**config.mk**
```make
export PLATFORM = sky130hd
export DESIGN_NAME = instruction_encoder_flat
export DESIGN_NICKNAME = d
export VERILOG_FILES = /design/src/rtl/instruction_encoder_pkg.sv /design/src/rtl/instruction_encoder_if.sv /design/src/rtl/instruction_encoder_fifo.sv /design/src/rtl/instruction_encoder.sv /design/src/flat_wrapper.sv
export SDC_FILE = /design/constraint.sdc
export NUM_CORES = 1
export LEC_CHECK = 0
export CAP_MARGIN = 25
export CELL_PAD_IN_SITES_DETAIL_PLACEMENT = 1
export CELL_PAD_IN_SITES_GLOBAL_PLACEMENT = 1
export CORE_UTILIZATION = 38
export CTS_BUF_LIST = sky130_fd_sc_hd__clkbuf_16
export DETAILED_ROUTE_END_ITERATION = 8
export PLACE_DENSITY = 0.87
export SYNTH_ARGS = -nofsm -noshare
export SYNTH_HDL_FRONTEND = slang
export SYNTH_SLANG_ARGS = --single-unit
```
**constraint.sdc**
```tcl
create_clock -name clk -period 12.9 [get_ports clk]
set_clock_uncertainty 0.1 [all_clocks]
set_input_delay 2.58 -clock clk [delete_from_list [all_inputs] [get_ports clk]]
set_output_delay 2.58 -clock clk [all_outputs]
set_load 0.02 [all_outputs]
```
**src/rtl/instruction_encoder_pkg.sv**
```systemverilog
// Shared constants for the RV32I instruction encoder: opcodes, funct fields,
// inst_flags bit positions and the fixed SYSTEM words.
package rv32i_enc_pkg;

    localparam logic [6:0] OPC_LUI    = 7'b0110111;
    localparam logic [6:0] OPC_AUIPC  = 7'b0010111;
    localparam logic [6:0] OPC_JAL    = 7'b1101111;
    localparam logic [6:0] OPC_JALR   = 7'b1100111;
    localparam logic [6:0] OPC_BRANCH = 7'b1100011;
    localparam logic [6:0] OPC_LOAD   = 7'b0000011;
    localparam logic [6:0] OPC_STORE  = 7'b0100011;
    localparam logic [6:0] OPC_OPIMM  = 7'b0010011;
    localparam logic [6:0] OPC_OP     = 7'b0110011;
    localparam logic [6:0] OPC_SYSTEM = 7'b1110011;

    localparam logic [2:0] F3_ADD    = 3'b000;
    localparam logic [2:0] F3_SLL    = 3'b001;
    localparam logic [2:0] F3_SLT    = 3'b010;
    localparam logic [2:0] F3_SLTU   = 3'b011;
    localparam logic [2:0] F3_XOR    = 3'b100;
    localparam logic [2:0] F3_SR     = 3'b101;
    localparam logic [2:0] F3_OR     = 3'b110;
    localparam logic [2:0] F3_AND    = 3'b111;
    localparam logic [2:0] F3_BEQ    = 3'b000;
    localparam logic [2:0] F3_BNE    = 3'b001;
    localparam logic [2:0] F3_BLT    = 3'b100;
    localparam logic [2:0] F3_BGE    = 3'b101;
    localparam logic [2:0] F3_BLTU   = 3'b110;
    localparam logic [2:0] F3_BGEU   = 3'b111;
    localparam logic [2:0] F3_LB     = 3'b000;
    localparam logic [2:0] F3_LH     = 3'b001;
    localparam logic [2:0] F3_LW     = 3'b010;
    localparam logic [2:0] F3_LBU    = 3'b100;
    localparam logic [2:0] F3_LHU    = 3'b101;
    localparam logic [2:0] F3_SB     = 3'b000;
    localparam logic [2:0] F3_SH     = 3'b001;
    localparam logic [2:0] F3_SW     = 3'b010;
    localparam logic [2:0] F3_JALR   = 3'b000;
    localparam logic [2:0] F3_CSRRW  = 3'b001;
    localparam logic [2:0] F3_CSRRS  = 3'b010;
    localparam logic [2:0] F3_CSRRC  = 3'b011;
    localparam logic [2:0] F3_CSRRWI = 3'b101;
    localparam logic [2:0] F3_CSRRSI = 3'b110;
    localparam logic [2:0] F3_CSRRCI = 3'b111;

    localparam logic [6:0] F7_BASE = 7'b0000000;
    localparam logic [6:0] F7_ALT  = 7'b0100000;

    localparam int unsigned IDX_BNE    = 47;
    localparam int unsigned IDX_BLTU   = 46;
    localparam int unsigned IDX_BLT    = 45;
    localparam int unsigned IDX_BGEU   = 44;
    localparam int unsigned IDX_BGE    = 43;
    localparam int unsigned IDX_BEQ    = 42;
    localparam int unsigned IDX_ADDI   = 41;
    localparam int unsigned IDX_SLTI   = 40;
    localparam int unsigned IDX_SLTIU  = 39;
    localparam int unsigned IDX_XORI   = 38;
    localparam int unsigned IDX_ORI    = 37;
    localparam int unsigned IDX_ANDI   = 36;
    localparam int unsigned IDX_SLLI   = 35;
    localparam int unsigned IDX_SRLI   = 34;
    localparam int unsigned IDX_SRAI   = 33;
    localparam int unsigned IDX_ADD    = 32;
    localparam int unsigned IDX_SUB    = 31;
    localparam int unsigned IDX_SLL    = 30;
    localparam int unsigned IDX_SLT    = 29;
    localparam int unsigned IDX_SLTU   = 28;
    localparam int unsigned IDX_XOR    = 27;
    localparam int unsigned IDX_OR     = 26;
    localparam int unsigned IDX_AND    = 25;
    localparam int unsigned IDX_LB     = 24;
    localparam int unsigned IDX_LH     = 23;
    localparam int unsigned IDX_LW     = 22;
    localparam int unsigned IDX_LBU    = 21;
    localparam int unsigned IDX_LHU    = 20;
    localparam int unsigned IDX_SB     = 19;
    localparam int unsigned IDX_SH     = 18;
    localparam int unsigned IDX_SW     = 17;
    localparam int unsigned IDX_CSRRW  = 16;
    localparam int unsigned IDX_CSRRS  = 15;
    localparam int unsigned IDX_CSRRC  = 14;
    localparam int unsigned IDX_CSRRWI = 13;
    localparam int unsigned IDX_CSRRSI = 12;
    localparam int unsigned IDX_CSRRCI = 11;
    localparam int unsigned IDX_SRET   = 10;
    localparam int unsigned IDX_WFI    = 9;
    localparam int unsigned IDX_MRET   = 8;
    localparam int unsigned IDX_ECALL  = 7;
    localparam int unsigned IDX_EBREAK = 6;
    localparam int unsigned IDX_JALR   = 5;
    localparam int unsigned IDX_JAL    = 4;
    localparam int unsigned IDX_AUIPC  = 3;
    localparam int unsigned IDX_LUI    = 2;
    localparam int unsigned IDX_SRA    = 1;
    localparam int unsigned IDX_SRL    = 0;

    localparam logic [31:0] WORD_ECALL  = 32'h0000_0073;
    localparam logic [31:0] WORD_EBREAK = 32'h0010_0073;
    localparam logic [31:0] WORD_SRET   = 32'h1020_0073;
    localparam logic [31:0] WORD_MRET   = 32'h3020_0073;
    localparam logic [31:0] WORD_WFI    = 32'h1050_0073;

    typedef enum logic [3:0] {
        FmtNone,
        FmtR,
        FmtI,
        FmtShift,
        FmtS,
        FmtB,
        FmtU,
        FmtJ,
        FmtFixed
    } enc_fmt_e;

    function automatic logic is_one_hot48(input logic [47:0] v);
        return (v != '0) && ((v & (v - 48'd1)) == '0);
    endfunction

endpackage

```
**src/rtl/instruction_encoder_if.sv**
```systemverilog
// Request/response bundle between a stimulus source (master) and the encoder (slave).
interface instruction_encoder_if #(
    parameter int unsigned CNT_W = 16
) ();

    logic             in_valid;
    logic             in_ready;
    logic [47:0]      inst_flags;
    logic [4:0]       rd;
    logic [4:0]       rs1;
    logic [4:0]       rs2;
    logic [31:0]      imm;
    logic             out_valid;
    logic             out_ready;
    logic [31:0]      instruction_code;
    logic             invalid_instruction;
    logic [CNT_W-1:0] enc_count;
    logic [CNT_W-1:0] err_count;

    modport master (
        output in_valid, inst_flags, rd, rs1, rs2, imm, out_ready,
        input  in_ready, out_valid, instruction_code, invalid_instruction, enc_count, err_count
    );

    modport slave (
        input  in_valid, inst_flags, rd, rs1, rs2, imm, out_ready,
        output in_ready, out_valid, instruction_code, invalid_instruction, enc_count, err_count
    );

endinterface

```
**src/rtl/instruction_encoder_fifo.sv**
```systemverilog
// Two-entry output buffer for encoded words; head register is always the oldest entry.
module inst_enc_fifo #(
    parameter int unsigned DEPTH = 2,
    parameter int unsigned WIDTH = 32
) (
    input  logic             clk,
    input  logic             rst,
    input  logic             push,
    input  logic             pop,
    input  logic [WIDTH-1:0] wdata,
    output logic [WIDTH-1:0] head,
    output logic             full,
    output logic             empty
);

    localparam logic [1:0] FullCount = 2'(DEPTH);

    logic [WIDTH-1:0] head_q, head_d;
    logic [WIDTH-1:0] tail_q, tail_d;
    logic [1:0]       count_q, count_d;
    logic             do_push;
    logic             do_pop;

    assign full  = (count_q == FullCount);
    assign empty = (count_q == 2'd0);
    assign head  = head_q;

    always_comb begin
        do_push = push && !full;
        do_pop  = pop && !empty;
        head_d  = head_q;
        tail_d  = tail_q;
        count_d = count_q;
        case ({do_push, do_pop})
            2'b10: begin
                if (empty) begin
                    head_d = wdata;
                end else begin
                    tail_d = wdata;
                end
                count_d = count_q + 2'd1;
            end
            2'b01: begin
                head_d  = tail_q;
                count_d = count_q - 2'd1;
            end
            // Push and pop together only happen at occupancy 1: new word goes straight to head.
            2'b11: head_d = wdata;
            default: ;
        endcase
    end

    always_ff @(posedge clk) begin
        if (rst) begin
            head_q  <= '0;
            tail_q  <= '0;
            count_q <= 2'd0;
        end else begin
            head_q  <= head_d;
            tail_q  <= tail_d;
            count_q <= count_d;
        end
    end

endmodule

```
**src/rtl/instruction_encoder.sv**
```systemverilog
// Streaming RV32I encoder: one-hot select plus fields in, 32-bit instruction word out
// through a 2-entry buffer; malformed selects are dropped and counted.
module instruction_encoder
    import rv32i_enc_pkg::*;
#(
    parameter int unsigned DEPTH = 2,
    parameter int unsigned CNT_W = 16
) (
    input logic                clk,
    input logic                rst,
    instruction_encoder_if.slave bus
);

    logic [47:0]      f;
    logic             flags_ok;
    logic             accept;
    logic             push;
    logic             reject;
    logic             pop;
    logic             fifo_full;
    logic             fifo_empty;
    logic [31:0]      fifo_head;
    logic [31:0]      word;
    enc_fmt_e         fmt;
    logic [6:0]       opc;
    logic [2:0]       f3;
    logic [6:0]       f7;
    logic [31:0]      fixed_word;
    logic             invalid_q, invalid_d;
    logic [CNT_W-1:0] enc_count_q, enc_count_d;
    logic [CNT_W-1:0] err_count_q, err_count_d;

    assign f        = bus.inst_flags;
    assign flags_ok = is_one_hot48(f);
    assign accept   = bus.in_valid && bus.in_ready;
    assign push     = accept && flags_ok;
    assign reject   = accept && !flags_ok;
    assign pop      = bus.out_valid && bus.out_ready;

    assign bus.in_ready            = !fifo_full;
    assign bus.out_valid           = !fifo_empty;
    assign bus.instruction_code    = fifo_head;
    assign bus.invalid_instruction = invalid_q;
    assign bus.enc_count           = enc_count_q;
    assign bus.err_count           = err_count_q;

    // Select is one-hot when valid, so at most one of these fires.
    always_comb begin
        fmt        = FmtNone;
        opc        = '0;
        f3         = '0;
        f7         = F7_BASE;
        fixed_word = '0;
        if (f[IDX_ADD])    begin fmt = FmtR;     opc = OPC_OP;     f3 = F3_ADD;             end
        if (f[IDX_SUB])    begin fmt = FmtR;     opc = OPC_OP;     f3 = F3_ADD; f7 = F7_ALT; end
        if (f[IDX_SLL])    begin fmt = FmtR;     opc = OPC_OP;     f3 = F3_SLL;             end
        if (f[IDX_SLT])    begin fmt = FmtR;     opc = OPC_OP;     f3 = F3_SLT;             end
        if (f[IDX_SLTU])   begin fmt = FmtR;     opc = OPC_OP;     f3 = F3_SLTU;            end
        if (f[IDX_XOR])    begin fmt = FmtR;     opc = OPC_OP;     f3 = F3_XOR;             end
        if (f[IDX_SRL])    begin fmt = FmtR;     opc = OPC_OP;     f3 = F3_SR;              end
        if (f[IDX_SRA])    begin fmt = FmtR;     opc = OPC_OP;     f3 = F3_SR;  f7 = F7_ALT; end
        if (f[IDX_OR])     begin fmt = FmtR;     opc = OPC_OP;     f3 = F3_OR;              end
        if (f[IDX_AND])    begin fmt = FmtR;     opc = OPC_OP;     f3 = F3_AND;             end
        if (f[IDX_ADDI])   begin fmt = FmtI;     opc = OPC_OPIMM;  f3 = F3_ADD;             end
        if (f[IDX_SLTI])   begin fmt = FmtI;     opc = OPC_OPIMM;  f3 = F3_SLT;             end
        if (f[IDX_SLTIU])  begin fmt = FmtI;     opc = OPC_OPIMM;  f3 = F3_SLTU;            end
        if (f[IDX_XORI])   begin fmt = FmtI;     opc = OPC_OPIMM;  f3 = F3_XOR;             end
        if (f[IDX_ORI])    begin fmt = FmtI;     opc = OPC_OPIMM;  f3 = F3_OR;              end
        if (f[IDX_ANDI])   begin fmt = FmtI;     opc = OPC_OPIMM;  f3 = F3_AND;             end
        if (f[IDX_SLLI])   begin fmt = FmtShift; opc = OPC_OPIMM;  f3 = F3_SLL;             end
        if (f[IDX_SRLI])   begin fmt = FmtShift; opc = OPC_OPIMM;  f3 = F3_SR;              end
        if (f[IDX_SRAI])   begin fmt = FmtShift; opc = OPC_OPIMM;  f3 = F3_SR;  f7 = F7_ALT; end
        if (f[IDX_LB])     begin fmt = FmtI;     opc = OPC_LOAD;   f3 = F3_LB;              end
        if (f[IDX_LH])     begin fmt = FmtI;     opc = OPC_LOAD;   f3 = F3_LH;              end
        if (f[IDX_LW])     begin fmt = FmtI;     opc = OPC_LOAD;   f3 = F3_LW;              end
        if (f[IDX_LBU])    begin fmt = FmtI;     opc = OPC_LOAD;   f3 = F3_LBU;             end
        if (f[IDX_LHU])    begin fmt = FmtI;     opc = OPC_LOAD;   f3 = F3_LHU;             end
        if (f[IDX_SB])     begin fmt = FmtS;     opc = OPC_STORE;  f3 = F3_SB;              end
        if (f[IDX_SH])     begin fmt = FmtS;     opc = OPC_STORE;  f3 = F3_SH;              end
        if (f[IDX_SW])     begin fmt = FmtS;     opc = OPC_STORE;  f3 = F3_SW;              end
        if (f[IDX_BEQ])    begin fmt = FmtB;     opc = OPC_BRANCH; f3 = F3_BEQ;             end
        if (f[IDX_BNE])    begin fmt = FmtB;     opc = OPC_BRANCH; f3 = F3_BNE;             end
        if (f[IDX_BLT])    begin fmt = FmtB;     opc = OPC_BRANCH; f3 = F3_BLT;             end
        if (f[IDX_BGE])    begin fmt = FmtB;     opc = OPC_BRANCH; f3 = F3_BGE;             end
        if (f[IDX_BLTU])   begin fmt = FmtB;     opc = OPC_BRANCH; f3 = F3_BLTU;            end
        if (f[IDX_BGEU])   begin fmt = FmtB;     opc = OPC_BRANCH; f3 = F3_BGEU;            end
        if (f[IDX_LUI])    begin fmt = FmtU;     opc = OPC_LUI;                             end
        if (f[IDX_AUIPC])  begin fmt = FmtU;     opc = OPC_AUIPC;                           end
        if (f[IDX_JAL])    begin fmt = FmtJ;     opc = OPC_JAL;                             end
        if (f[IDX_JALR])   begin fmt = FmtI;     opc = OPC_JALR;   f3 = F3_JALR;            end
        // CSR forms share the I layout: CSR address in the immediate slot, zimm in rs1.
        if (f[IDX_CSRRW])  begin fmt = FmtI;     opc = OPC_SYSTEM; f3 = F3_CSRRW;           end
        if (f[IDX_CSRRS])  begin fmt = FmtI;     opc = OPC_SYSTEM; f3 = F3_CSRRS;           end
        if (f[IDX_CSRRC])  begin fmt = FmtI;     opc = OPC_SYSTEM; f3 = F3_CSRRC;           end
        if (f[IDX_CSRRWI]) begin fmt = FmtI;     opc = OPC_SYSTEM; f3 = F3_CSRRWI;          end
        if (f[IDX_CSRRSI]) begin fmt = FmtI;     opc = OPC_SYSTEM; f3 = F3_CSRRSI;          end
        if (f[IDX_CSRRCI]) begin fmt = FmtI;     opc = OPC_SYSTEM; f3 = F3_CSRRCI;          end
        if (f[IDX_ECALL])  begin fmt = FmtFixed; fixed_word = WORD_ECALL;                   end
        if (f[IDX_EBREAK]) begin fmt = FmtFixed; fixed_word = WORD_EBREAK;                  end
        if (f[IDX_SRET])   begin fmt = FmtFixed; fixed_word = WORD_SRET;                    end
        if (f[IDX_MRET])   begin fmt = FmtFixed; fixed_word = WORD_MRET;                    end
        if (f[IDX_WFI])    begin fmt = FmtFixed; fixed_word = WORD_WFI;                     end
    end

    always_comb begin
        word = '0;
        case (fmt)
            FmtR:     word = {f7, bus.rs2, bus.rs1, f3, bus.rd, opc};
            FmtI:     word = {bus.imm[11:0], bus.rs1, f3, bus.rd, opc};
            FmtShift: word = {f7, bus.imm[4:0], bus.rs1, f3, bus.rd, opc};
            FmtS:     word = {bus.imm[11:5], bus.rs2, bus.rs1, f3, bus.imm[4:0], opc};
            FmtB:     word = {bus.imm[12], bus.imm[10:5], bus.rs2, bus.rs1, f3,
                              bus.imm[4:1], bus.imm[11], opc};
            FmtU:     word = {bus.imm[31:12], bus.rd, opc};
            FmtJ:     word = {bus.imm[20], bus.imm[10:1], bus.imm[11], bus.imm[19:12],
                              bus.rd, opc};
            FmtFixed: word = fixed_word;
            default:  word = '0;
        endcase
    end

    inst_enc_fifo #(
        .DEPTH (DEPTH),
        .WIDTH (32)
    ) u_fifo (
        .clk   (clk),
        .rst   (rst),
        .push  (push),
        .pop   (pop),
        .wdata (word),
        .head  (fifo_head),
        .full  (fifo_full),
        .empty (fifo_empty)
    );

    always_comb begin
        invalid_d   = reject;
        enc_count_d = enc_count_q + CNT_W'(push);
        err_count_d = err_count_q + CNT_W'(reject);
    end

    always_ff @(posedge clk) begin
        if (rst) begin
            invalid_q   <= 1'b0;
            enc_count_q <= '0;
            err_count_q <= '0;
        end else begin
            invalid_q   <= invalid_d;
            enc_count_q <= enc_count_d;
            err_count_q <= err_count_d;
        end
    end

endmodule

```
**src/flat_wrapper.sv**
```systemverilog
// flat-port wrapper written by rule: the top's interface ports become plain ports
module instruction_encoder_flat import rv32i_enc_pkg::*;
#(
    parameter int unsigned DEPTH = 2,
    parameter int unsigned CNT_W = 16
)
  (clk, rst, bus_in_valid, bus_inst_flags, bus_rd, bus_rs1, bus_rs2, bus_imm, bus_out_ready, bus_in_ready, bus_out_valid, bus_instruction_code, bus_invalid_instruction, bus_enc_count, bus_err_count);
  instruction_encoder_if #(.CNT_W(CNT_W)) bus_i ();
  input logic clk;
  input logic rst;
  input wire logic [$bits(bus_i.in_valid)-1:0] bus_in_valid;
  input wire logic [$bits(bus_i.inst_flags)-1:0] bus_inst_flags;
  input wire logic [$bits(bus_i.rd)-1:0] bus_rd;
  input wire logic [$bits(bus_i.rs1)-1:0] bus_rs1;
  input wire logic [$bits(bus_i.rs2)-1:0] bus_rs2;
  input wire logic [$bits(bus_i.imm)-1:0] bus_imm;
  input wire logic [$bits(bus_i.out_ready)-1:0] bus_out_ready;
  output wire logic [$bits(bus_i.in_ready)-1:0] bus_in_ready;
  output wire logic [$bits(bus_i.out_valid)-1:0] bus_out_valid;
  output wire logic [$bits(bus_i.instruction_code)-1:0] bus_instruction_code;
  output wire logic [$bits(bus_i.invalid_instruction)-1:0] bus_invalid_instruction;
  output wire logic [$bits(bus_i.enc_count)-1:0] bus_enc_count;
  output wire logic [$bits(bus_i.err_count)-1:0] bus_err_count;
  assign bus_i.in_valid = bus_in_valid;
  assign bus_i.inst_flags = bus_inst_flags;
  assign bus_i.rd = bus_rd;
  assign bus_i.rs1 = bus_rs1;
  assign bus_i.rs2 = bus_rs2;
  assign bus_i.imm = bus_imm;
  assign bus_i.out_ready = bus_out_ready;
  assign bus_in_ready = bus_i.in_ready;
  assign bus_out_valid = bus_i.out_valid;
  assign bus_instruction_code = bus_i.instruction_code;
  assign bus_invalid_instruction = bus_i.invalid_instruction;
  assign bus_enc_count = bus_i.enc_count;
  assign bus_err_count = bus_i.err_count;
  instruction_encoder #(.DEPTH(DEPTH), .CNT_W(CNT_W)) u_core (.clk(clk), .rst(rst), .bus(bus_i));
endmodule
```
==> metrics, run 1 <==
Post-Syn Area=5873 µm²; CP dominant cell by count=nand4_1; post-layout util=0.5236; Die Y=126.3 µm; Crit. End Element=flop; Final min period=8.105 ns; post-CTS sizing=0; Max Fclk=123.4 MHz; Routed WL=21,400 µm; worst skew pair latency=0.35 ns; Die ar.=15,960 µm²; Final Max Tran Viols=0; DR WL/cell=20.04 µm; CTS clk-pin slew, worst paths=0.07 ns; Required @ worst endpoint=13.10 ns; Hold/Removal Path Class=flop to flop; RePlAce Congestion=0.9616; drt pass-1 iters=6; Synth Warn #=0; largest net degree at the start of global routing=82; detailed placer's ending HPWL=16,140 µm; Synth Net Count=845; Syn Area/Cell=7.937 µm²; pwr dens=82.75 nW/µm²; Mapped Cells=740; Worst path slowest cell=inv_1; Final setup viols=0; buffer and inverter count on the worst path=3; CTS Hold Bufs=0; NumNets Final=980; vias in the first global route=6,519; I/O pins=166; leading area contributor after synthesis=dfxtp_1; Setup crit start kind=primary input; fin crit share=0.6283; Leak=2.876 nW; Global Route Usage Sum=0.2704; number of buffers created by CTS=9; Primary FF master, synth=dfxtp_1; Vias=6,411; CP max stage delay=0.77 ns; #FFs+latches synth=97; CP cell instances=clkdlybuf4s50_1 -> nor4_1 -> nand4_1 -> or3_1 -> a2111oi_0 -> nand4_1 -> nor4_2 -> and2_1 -> nand3_1 -> ha_1 -> buf_4 -> inv_1 -> nor2_1 -> a211oi_1 -> mux2_4; layout cells sized above 1=0.05227; TNS Setup=0 ns; root buf cell=clkbuf_16; post-synthesis sequential area ratio=0.3306; initial core utilization=0.3878; CTS Buffer Depth=2; H-tree lvl count=3; outcome=finished, final reports clean; die span in x=126.3 µm; Overflow after GRT=0; area grow syn2layout=35.02%; CP delay by family, top=simple AND/OR/NAND/NOR gates; Netlist cell types=66; Yosys top cell area share=0.3306; clock sink count=97; Hold Vio Cnt, Final=0; Worst Max-Slew Pin Slew=1.005 ns; routed vias/inst=6.003; Slew HR=0.3290; Remaining DRCs=0; initial antenna violation count=0; Max Cap Viol=0; critical path peak fanout=33; Synth area leaders=dfxtp_1 33%, nor2_1 5.7%, mux2i_1 4.9%, nand2_1 4.2%, a211oi_1 3.7%; post-CTS setup buffers=0; drt initial violations=475; Worst Path Arrival=8.30 ns; Routed Antenna Nets=0; unrepaired setup endpoints after global routing=no; Cell Rows=45; Peak VDD IR=0.00007606 V; async set-reset flop share out of synthesis=0; IO buf count=165; CORE AREA=15,150 µm²; CTS tree=built; kind of critical path=primary input to flop; Post-synth EDFFs=0; first-pass GRT wire length=34,250 µm; ant diodes=0
==> final timing paths <==
check	from	to	slack, ns	depth (start not counted)
worst max-delay path	bus_inst_flags[4]	u_core.u_fifo.head[22]	4.79	15
worst min-delay path	u_core.u_fifo.tail_q[8]	u_core.u_fifo.tail_q[8]	0.36	2
worst max register to register	u_core.u_fifo.count_q[0]	u_core.u_fifo.head[22]	9.91	10
worst min register to register	u_core.u_fifo.tail_q[8]	u_core.u_fifo.tail_q[8]	0.36	2
==> power by group <==
part	leakage, nW	switching, mW	total [mW]	internal, mW
Clock	0.149	0.121	0.271	0.151
Combinational	1.95	0.0443	0.0843	0.0400
Sequential	0.781	0.000598	0.301	0.300
Total	2.88	0.166	0.656	0.491
==> through the flow <==
step	worst slack [ns]	power [mW]	area, µm²	hold slack [ns]	std cells
4_1_cts	4.784	0.6597	7925	0.3606	1067
3_3_place_gp	4.756	0.3903	7606	0.3441	1049
5_1_grt	4.301	0.6763	7930	0.3809	1068
6_report	4.795	0.6562	7930	0.3593	1068
2_1_floorplan	6.191	0.3384	5873	0.3340	740
3_5_place_dp	4.501	0.3904	7629	0.3486	1051
==> cell usage after synthesis (all sizes together) (3+ instances only) <==
library cell and instances:
or2 6, xnor2 7, o22ai 8, o21a 5, a311o 3, mux2i 29
o211ai 16, a221o 14, or3 14, o21ai 26, ha 6, or4 7
clkbuf 42, a21oi 27, inv 25, nand4 12, maj3 4, and2 5
a21o 3, nor2 89, a311oi 5, a221oi 13, o41ai 3, xor2 20
a211oi 29, nor3 26, a31oi 4, nand2 66, dfxtp 97, buf 9
nand2b 5, and3 13, o31ai 8, nor2b 12, nor4 19, nand3 26
a211o 3, mux2 7
==> placed cells by master, fill, tap and decap left out, drive strengths merged, types with 12 or more instances in the layout <==
cell type / netlist / layout
nand4: 12 / 12
or3: 14 / 14
dfxtp: 97 / 97
a211oi: 29 / 29
a221o: 14 / 14
clkdlybuf4s50: 0 / 164
a21oi: 27 / 27
and3: 13 / 13
nor4: 19 / 19
nand3: 26 / 26
nand2: 66 / 66
nor2b: 12 / 12
nor2: 89 / 89
mux2i: 29 / 29
a221oi: 13 / 13
xor2: 20 / 20
o21ai: 26 / 26
inv: 25 / 27
o211ai: 16 / 16
nor3: 26 / 26
==> worst register-to-register path: stages (launching register included) <==
cell and delay [ns]:
dfxtp_1 0.35, nor2_1 0.29, inv_1 0.12, nand2_1 0.12, inv_1 0.09, ha_1 0.20, buf_4 0.24, inv_1 0.78
nor2_1 0.13, a211oi_1 0.32, mux2_4 0.20
==> layer usage <==
metal	GRT usage	wire length [µm]
met2	0.4751	10520
met3	0.03416	1048
met1	0.3288	9114
met5	0	0
met4	0.1254	717
==> state kept, by name, indices dropped and copies added (netlist names) <==
signal / cells
u_core.u_fifo.tail_q: 31
u_core.bus.err_count: 16
u_core.bus.invalid_instruction: 1
u_core.bus.enc_count: 16
u_core.u_fifo.head: 31
u_core.u_fifo.count_q: 2
==> layout make-up <==
type	instances	area, µm²
well taps	188	235.2
flip-flops and latches	97	1942
repair buffers	175	1727
multi-input cells	567	3636
clock inverters	7	71.32
inverters	25	93.84
fillers	1798	7216
clock buffers	9	225.2
==> cell families (layout without fill, tap and decap cells) <==
family / Yosys count / in the layout / synth area share
mux: 36 / 36 / 0.06540
simple gates: 307 / 307 / 0.2597
xor+xnor: 27 / 27 / 0.04026
compound gates: 187 / 187 / 0.2316
fa+ha+maj: 10 / 10 / 0.01981
buf+inv: 76 / 216 / 0.05262
flops: 97 / 97 / 0.3306
(Power assumes the default switching activity.)
==> inputs of run 2 (changes only) <==
CORE_UTILIZATION = 35   (was 38)
PLACE_DENSITY = 0.81   (was 0.87)
clock period = 8.15 ns   (was 12.9 ns; I/O delays follow)
==> metrics, run 2 (same netlist as run 1, synthesis figures left out) <==
largest net degree at the start of global routing=82 (unchanged); TNS Setup=0 ns (unchanged); post-CTS sizing=0 (unchanged); Setup crit start kind=primary input (unchanged); Die ar.=17,300 µm² (was 15,960 µm²); Final min period=6.819 ns; area grow syn2layout=35.64% (was 35.02%); layout cells sized above 1=0.05335 (was 0.05227); Peak VDD IR=0.0001027 V (was 0.00007606 V); Max Fclk=146.7 MHz; pwr dens=130.4 nW/µm² (was 82.75 nW/µm²); CP cell instances=clkdlybuf4s50_1 -> nor4_1 -> nand4_1 -> nor4_4 -> or4b_1 -> maj3_2 -> nor4_2 -> and2_1 -> nand3_1 -> ha_1 -> inv_1 -> buf_4 -> nor2_1 -> a211oi_1 -> mux2_4 (was clkdlybuf4s50_1 -> nor4_1 -> nand4_1 -> or3_1 -> a2111oi_0 -> nand4_1 -> nor4_2 -> and2_1 -> nand3_1 -> ha_1 -> buf_4 -> inv_1 -> nor2_1 -> a211oi_1 -> mux2_4); unrepaired setup endpoints after global routing=no (unchanged); Worst path slowest cell=clkdlybuf4s50_1 (was inv_1); Cell Rows=46 (was 45); die span in x=131.5 µm (was 126.3 µm); Worst Path Arrival=7.02 ns (was 8.30 ns); number of buffers created by CTS=9 (unchanged); fin crit share=0.8366; NumNets Final=981 (was 980); Slew HR=0.2809 (was 0.3290); Final Max Tran Viols=0 (unchanged); I/O pins=166 (unchanged); commonest non-fill, non-tap cell in the layout=clkdlybuf4s50_1 (unchanged); drt initial violations=388 (was 475); clock sink count=97 (unchanged); CTS Hold Bufs=0 (unchanged); kind of critical path=primary input to flop (unchanged); post-layout util=0.4943 (was 0.5236); Global Route Usage Sum=0.2524 (was 0.2704); Required @ worst endpoint=8.35 ns (was 13.10 ns); Leak=2.874 nW (was 2.876 nW); Remaining DRCs=0 (unchanged); CTS Buffer Depth=2 (unchanged); CTS clk-pin slew, worst paths=0.07 ns (about the same); worst skew pair latency=0.35 ns (about the same); Routed Antenna Nets=0 (unchanged); initial antenna violation count=0 (unchanged); first-pass GRT wire length=34,800 µm (was 34,250 µm); drt pass-1 iters=5 (was 6); Max Cap Viol=0 (unchanged); Routed WL=21,470 µm (was 21,400 µm); detailed placer's ending HPWL=16,390 µm (was 16,140 µm); Worst Max-Slew Pin Slew=1.069 ns (was 1.005 ns); H-tree lvl count=3 (unchanged); root buf cell=clkbuf_16 (unchanged); CP max stage delay=0.60 ns (was 0.77 ns); IO buf count=165 (unchanged); Crit. End Element=flop (unchanged); post-CTS setup buffers=0 (unchanged); vias in the first global route=6,383 (was 6,519); Hold Vio Cnt, Final=0 (unchanged); CTS tree=built (unchanged); Hold/Removal Path Class=flop to flop (unchanged); critical path peak fanout=26 (was 33); outcome=finished, final reports clean (unchanged); routed vias/inst=5.762 (was 6.003); RePlAce Congestion=1.000 (was 0.9616); CORE AREA=16,120 µm² (was 15,150 µm²); Overflow after GRT=0 (unchanged); Vias=6,321 (was 6,411); DR WL/cell=19.57 µm (was 20.04 µm); initial core utilization=0.3644 (was 0.3878); ant diodes=0 (unchanged); Die Y=131.5 µm (was 126.3 µm); most frequent cells in the layout=164 x clkdlybuf4s50_1, 97 x dfxtp_1, 89 x nor2_1 (unchanged); Final setup viols=0 (unchanged)
## run 2: changes by cell type in the layout (fill, tap and decap cells not counted), sizes merged
cell	delta
clkinv	-1
buf	+1
clkinvlp	+1
## run 2: layout make-up
cell class              count  area, µm²
inverters                  25      93.84
flip-flops and latches     97       1942
multi-input cells         567       3636
repair buffers            176       1729
fillers                  1956       8149
clock inverters             7      70.07
well taps                 216      270.3
clock buffers               9      225.2
## run 2: path summary, 6_finish.rpt
check | slack (ns) | depth (start not counted) | endpoint | startpoint
max reg2reg | 5.38 | 10 | u_core.u_fifo.head[24] | u_core.u_fifo.count_q[0]
min reg2reg | 0.36 | 2 | u_core.u_fifo.head[29] | u_core.u_fifo.head[29]
max | 1.33 | 15 | u_core.u_fifo.head[24] | bus_inst_flags[4]
min | 0.36 | 2 | u_core.u_fifo.head[29] | u_core.u_fifo.head[29]
## run 2: layer usage
layer	share of wire	vias up	track usage
li1	-	3022	-
met4	0.027	0	0.09109
met1	0.45	3059	0.3234
met3	0.046	39	0.03511
met2	0.48	201	0.4289
met5	0	-	0
## run 2: metrics by stage
stage          total power, mW  instances  cell area, µm²  worst slack, ns  hold slack [ns]
2_1_floorplan           0.5356        740            5873            2.391           0.3340
3_3_place_gp            0.6186       1081            7671            1.199           0.3445
3_5_place_dp            0.6187       1081            7671           0.9994           0.3490
4_1_cts                  1.046       1097            7966            1.348           0.3622
5_1_grt                  1.074       1097            7966           0.8884           0.3775
6_report                 1.039       1097            7966            1.331           0.3610
## run 2: report_power, final
group / switching (mW) / internal [mW]
combinational: 0.0703 / 0.0636
sequential: 0.00103 / 0.475
clock: 0.191 / 0.238
## run 2: critical path, delay by kind of cell
kind                       cells  cell delay (ns)
adders and majority gates      2             0.74
buffers and inverters          3             1.22
muxes                          1             0.20
AOI/OAI and AO/OA              1             0.25
and+or+nand+nor                8             2.95
==> inputs of run 3 (changes only) <==
clock period = 6.7 ns   (was 8.15 ns; I/O delays follow)
==> metrics, run 3 (same netlist as run 1, synthesis figures left out) <==
Critical R2R Launch=u_core.u_fifo.count_q[0] (unchanged); Routed WL=21,460 µm (was 21,470 µm); initial core utilization=0.3644 (unchanged); Remaining DRCs=0 (unchanged); post-CTS setup buffers=0 (unchanged); root buf cell=clkbuf_16 (unchanged); Final Max Tran Viols=0 (unchanged); Worst Path Arrival=6.23 ns (was 7.02 ns); CTS tree=built (unchanged); die span in x=131.5 µm (unchanged); Overflow after GRT=0 (unchanged); largest net degree at the start of global routing=82 (unchanged); Peak VDD IR=0.0001165 V (was 0.0001027 V); Power, Total=1.239 mW (was 1.039 mW); routed vias/inst=5.743 (was 5.762); Worst Max-Slew Pin Slew=1.042 ns (was 1.069 ns); CTS clk-pin slew, worst paths=0.07 ns (about the same); Hold Path Origin=u_core.u_fifo.head[16] (was u_core.u_fifo.head[29]); unrepaired setup endpoints after global routing=no (unchanged); hold depth=2 (unchanged); initial antenna violation count=0 (unchanged); drt pass-1 iters=5 (unchanged); TNS Setup=0 ns (unchanged); RR Endpoint=u_core.u_fifo.head[14] (was u_core.u_fifo.head[24]); DP Area=7744 µm² (was 7671 µm²); Die ar.=17,300 µm² (unchanged); most frequent cells in the layout=164 x clkdlybuf4s50_1, 97 x dfxtp_1, 89 x nor2_1 (unchanged); Leak=2.912 nW (was 2.874 nW); Hold Vio Cnt, Final=0 (unchanged); area grow syn2layout=36.56% (was 35.64%); Vias=6,346 (was 6,321); fin crit share=0.9027; I/O pins=166 (unchanged); first-pass GRT wire length=34,400 µm (was 34,800 µm); critical path peak fanout=28 (was 26); Finished Layout Cells=1,105 (was 1,097); R2R cell count=7 (was 10); Final min period=6.048 ns; kind of critical path=primary input to flop (unchanged); Sequential Area=1942 µm² (unchanged); Max Fclk=165.3 MHz; placed instance count=1,089 (was 1,081); reg2reg setup slack=4.14 ns (was 5.38 ns); H-tree lvl count=3 (unchanged); Setup crit start kind=primary input (unchanged); Cell Rows=46 (unchanged); Final setup viols=0 (unchanged); clock sink count=97 (unchanged); CORE AREA=16,120 µm² (unchanged); area of the multi-input gates=3636 µm² (unchanged); Die Y=131.5 µm (unchanged); worst skew pair latency=0.36 ns (was 0.35 ns); CTS Hold Bufs=0 (unchanged); Worst Hold End=u_core.u_fifo.head[16] (was u_core.u_fifo.head[29]); DR WL/cell=19.42 µm (was 19.57 µm); vias in the first global route=6,424 (was 6,383); drt initial violations=385 (was 388); CTS Buffer Depth=2 (unchanged); number of buffers created by CTS=9 (unchanged); Routed Antenna Nets=0 (unchanged); final instance area=8020 µm² (was 7966 µm²); commonest non-fill, non-tap cell in the layout=clkdlybuf4s50_1 (unchanged); outcome=finished, final reports clean (unchanged); fillcell total=1,965 (was 1,956); post-CTS sizing=0 (unchanged); detailed placer's ending HPWL=16,470 µm (was 16,390 µm); layout cells sized above 1=0.06299 (was 0.05335); origin of the worst setup path=bus_inst_flags[11] (was bus_inst_flags[4]); Slew HR=0.3029 (was 0.2809); Required @ worst endpoint=6.88 ns (was 8.35 ns); IO buf count=165 (unchanged); Global Route Usage Sum=0.2485 (was 0.2524); ant diodes=0 (unchanged); NumNets Final=989 (was 981); Max Cap Viol=0 (unchanged); Crit. End Element=flop (unchanged); RePlAce Congestion=0.9763 (was 1.000); pwr dens=154.4 nW/µm² (was 130.4 nW/µm²); Hold/Removal Path Class=flop to flop (unchanged)
[run 3: cell count changes in the layout (fill, tap and decap cells not counted)]
cell        previous run  this run
clkinv_2               2         3
buf_4                 11        18
inv_6                  0         2
bufinv_16              1         0
buf_12                 0         1
clkinvlp_4             2         1
inv_1                 26        25
[run 3: where the power goes]
part | total [mW] | switching [mW] | internal [mW] | leakage, nW
registers | 0.579 | 0.00131 | 0.578 | 0.781
logic | 0.165 | 0.0867 | 0.0784 | 1.99
clock network | 0.494 | 0.239 | 0.255 | 0.138
[run 3: final cells by class]
type	instances	share of cell area
Inverter	25	0.01170
Tap cell	216	0.03370
Clock buffer	9	0.02808
Sequential cell	97	0.2421
Multi-Input combinational cell	567	0.4534
Timing Repair Buffer	184	0.2246
Clock inverter	7	0.006396
[run 3: worst max-delay path by stage]
stage | slack [ns] | endpoint | cells past startpoint
2_1_floorplan | 1.23 | u_core.u_fifo.head[4] | 17
3_3_place_gp | 0.50 | u_core.u_fifo.head[28] | 15
3_5_place_dp | 0.34 | u_core.u_fifo.head[14] | 15
4_1_cts | 0.69 | u_core.u_fifo.head[12] | 14
5_1_grt | 0.35 | u_core.u_fifo.head[12] | 14
6_report | 0.65 | u_core.u_fifo.head[12] | 14
[run 3: stage by stage]
stage | utilization | setup slack (ns) | hold slack (ns)
5_1_grt | 0.4977 | 0.3490 | 0.3748
3_5_place_dp | 0.4805 | 0.3425 | 0.3476
2_1_floorplan | - | 1.231 | 0.3340
3_3_place_gp | 0.4805 | 0.4997 | 0.3457
6_report | 0.4977 | 0.6517 | 0.3591
4_1_cts | 0.4977 | 0.6890 | 0.3585
[run 3: metal layers]
| metal | vias up | global-route usage | part of all wire |
|---|---|---|---|
| li1 | 3042 | - | - |
| met1 | 3028 | 0.3059 | 0.43 |
| met2 | 220 | 0.4180 | 0.47 |
| met3 | 56 | 0.04167 | 0.057 |
| met4 | 0 | 0.1202 | 0.037 |
| met5 | - | 0 | 0 |
[run 3: worst max-delay path: stages]
cell and delay [ns]:
clkdlybuf4s50_1 0.52, or4_1 0.60, or3_1 0.56, or4_1 0.73
o41ai_1 0.30, o31ai_1 0.15, nor4_2 0.41, and2_1 0.26
nand3_1 0.10, ha_1 0.28, buf_4 0.26, nor4b_1 0.40
o21ai_0 0.15, mux2i_1 0.15
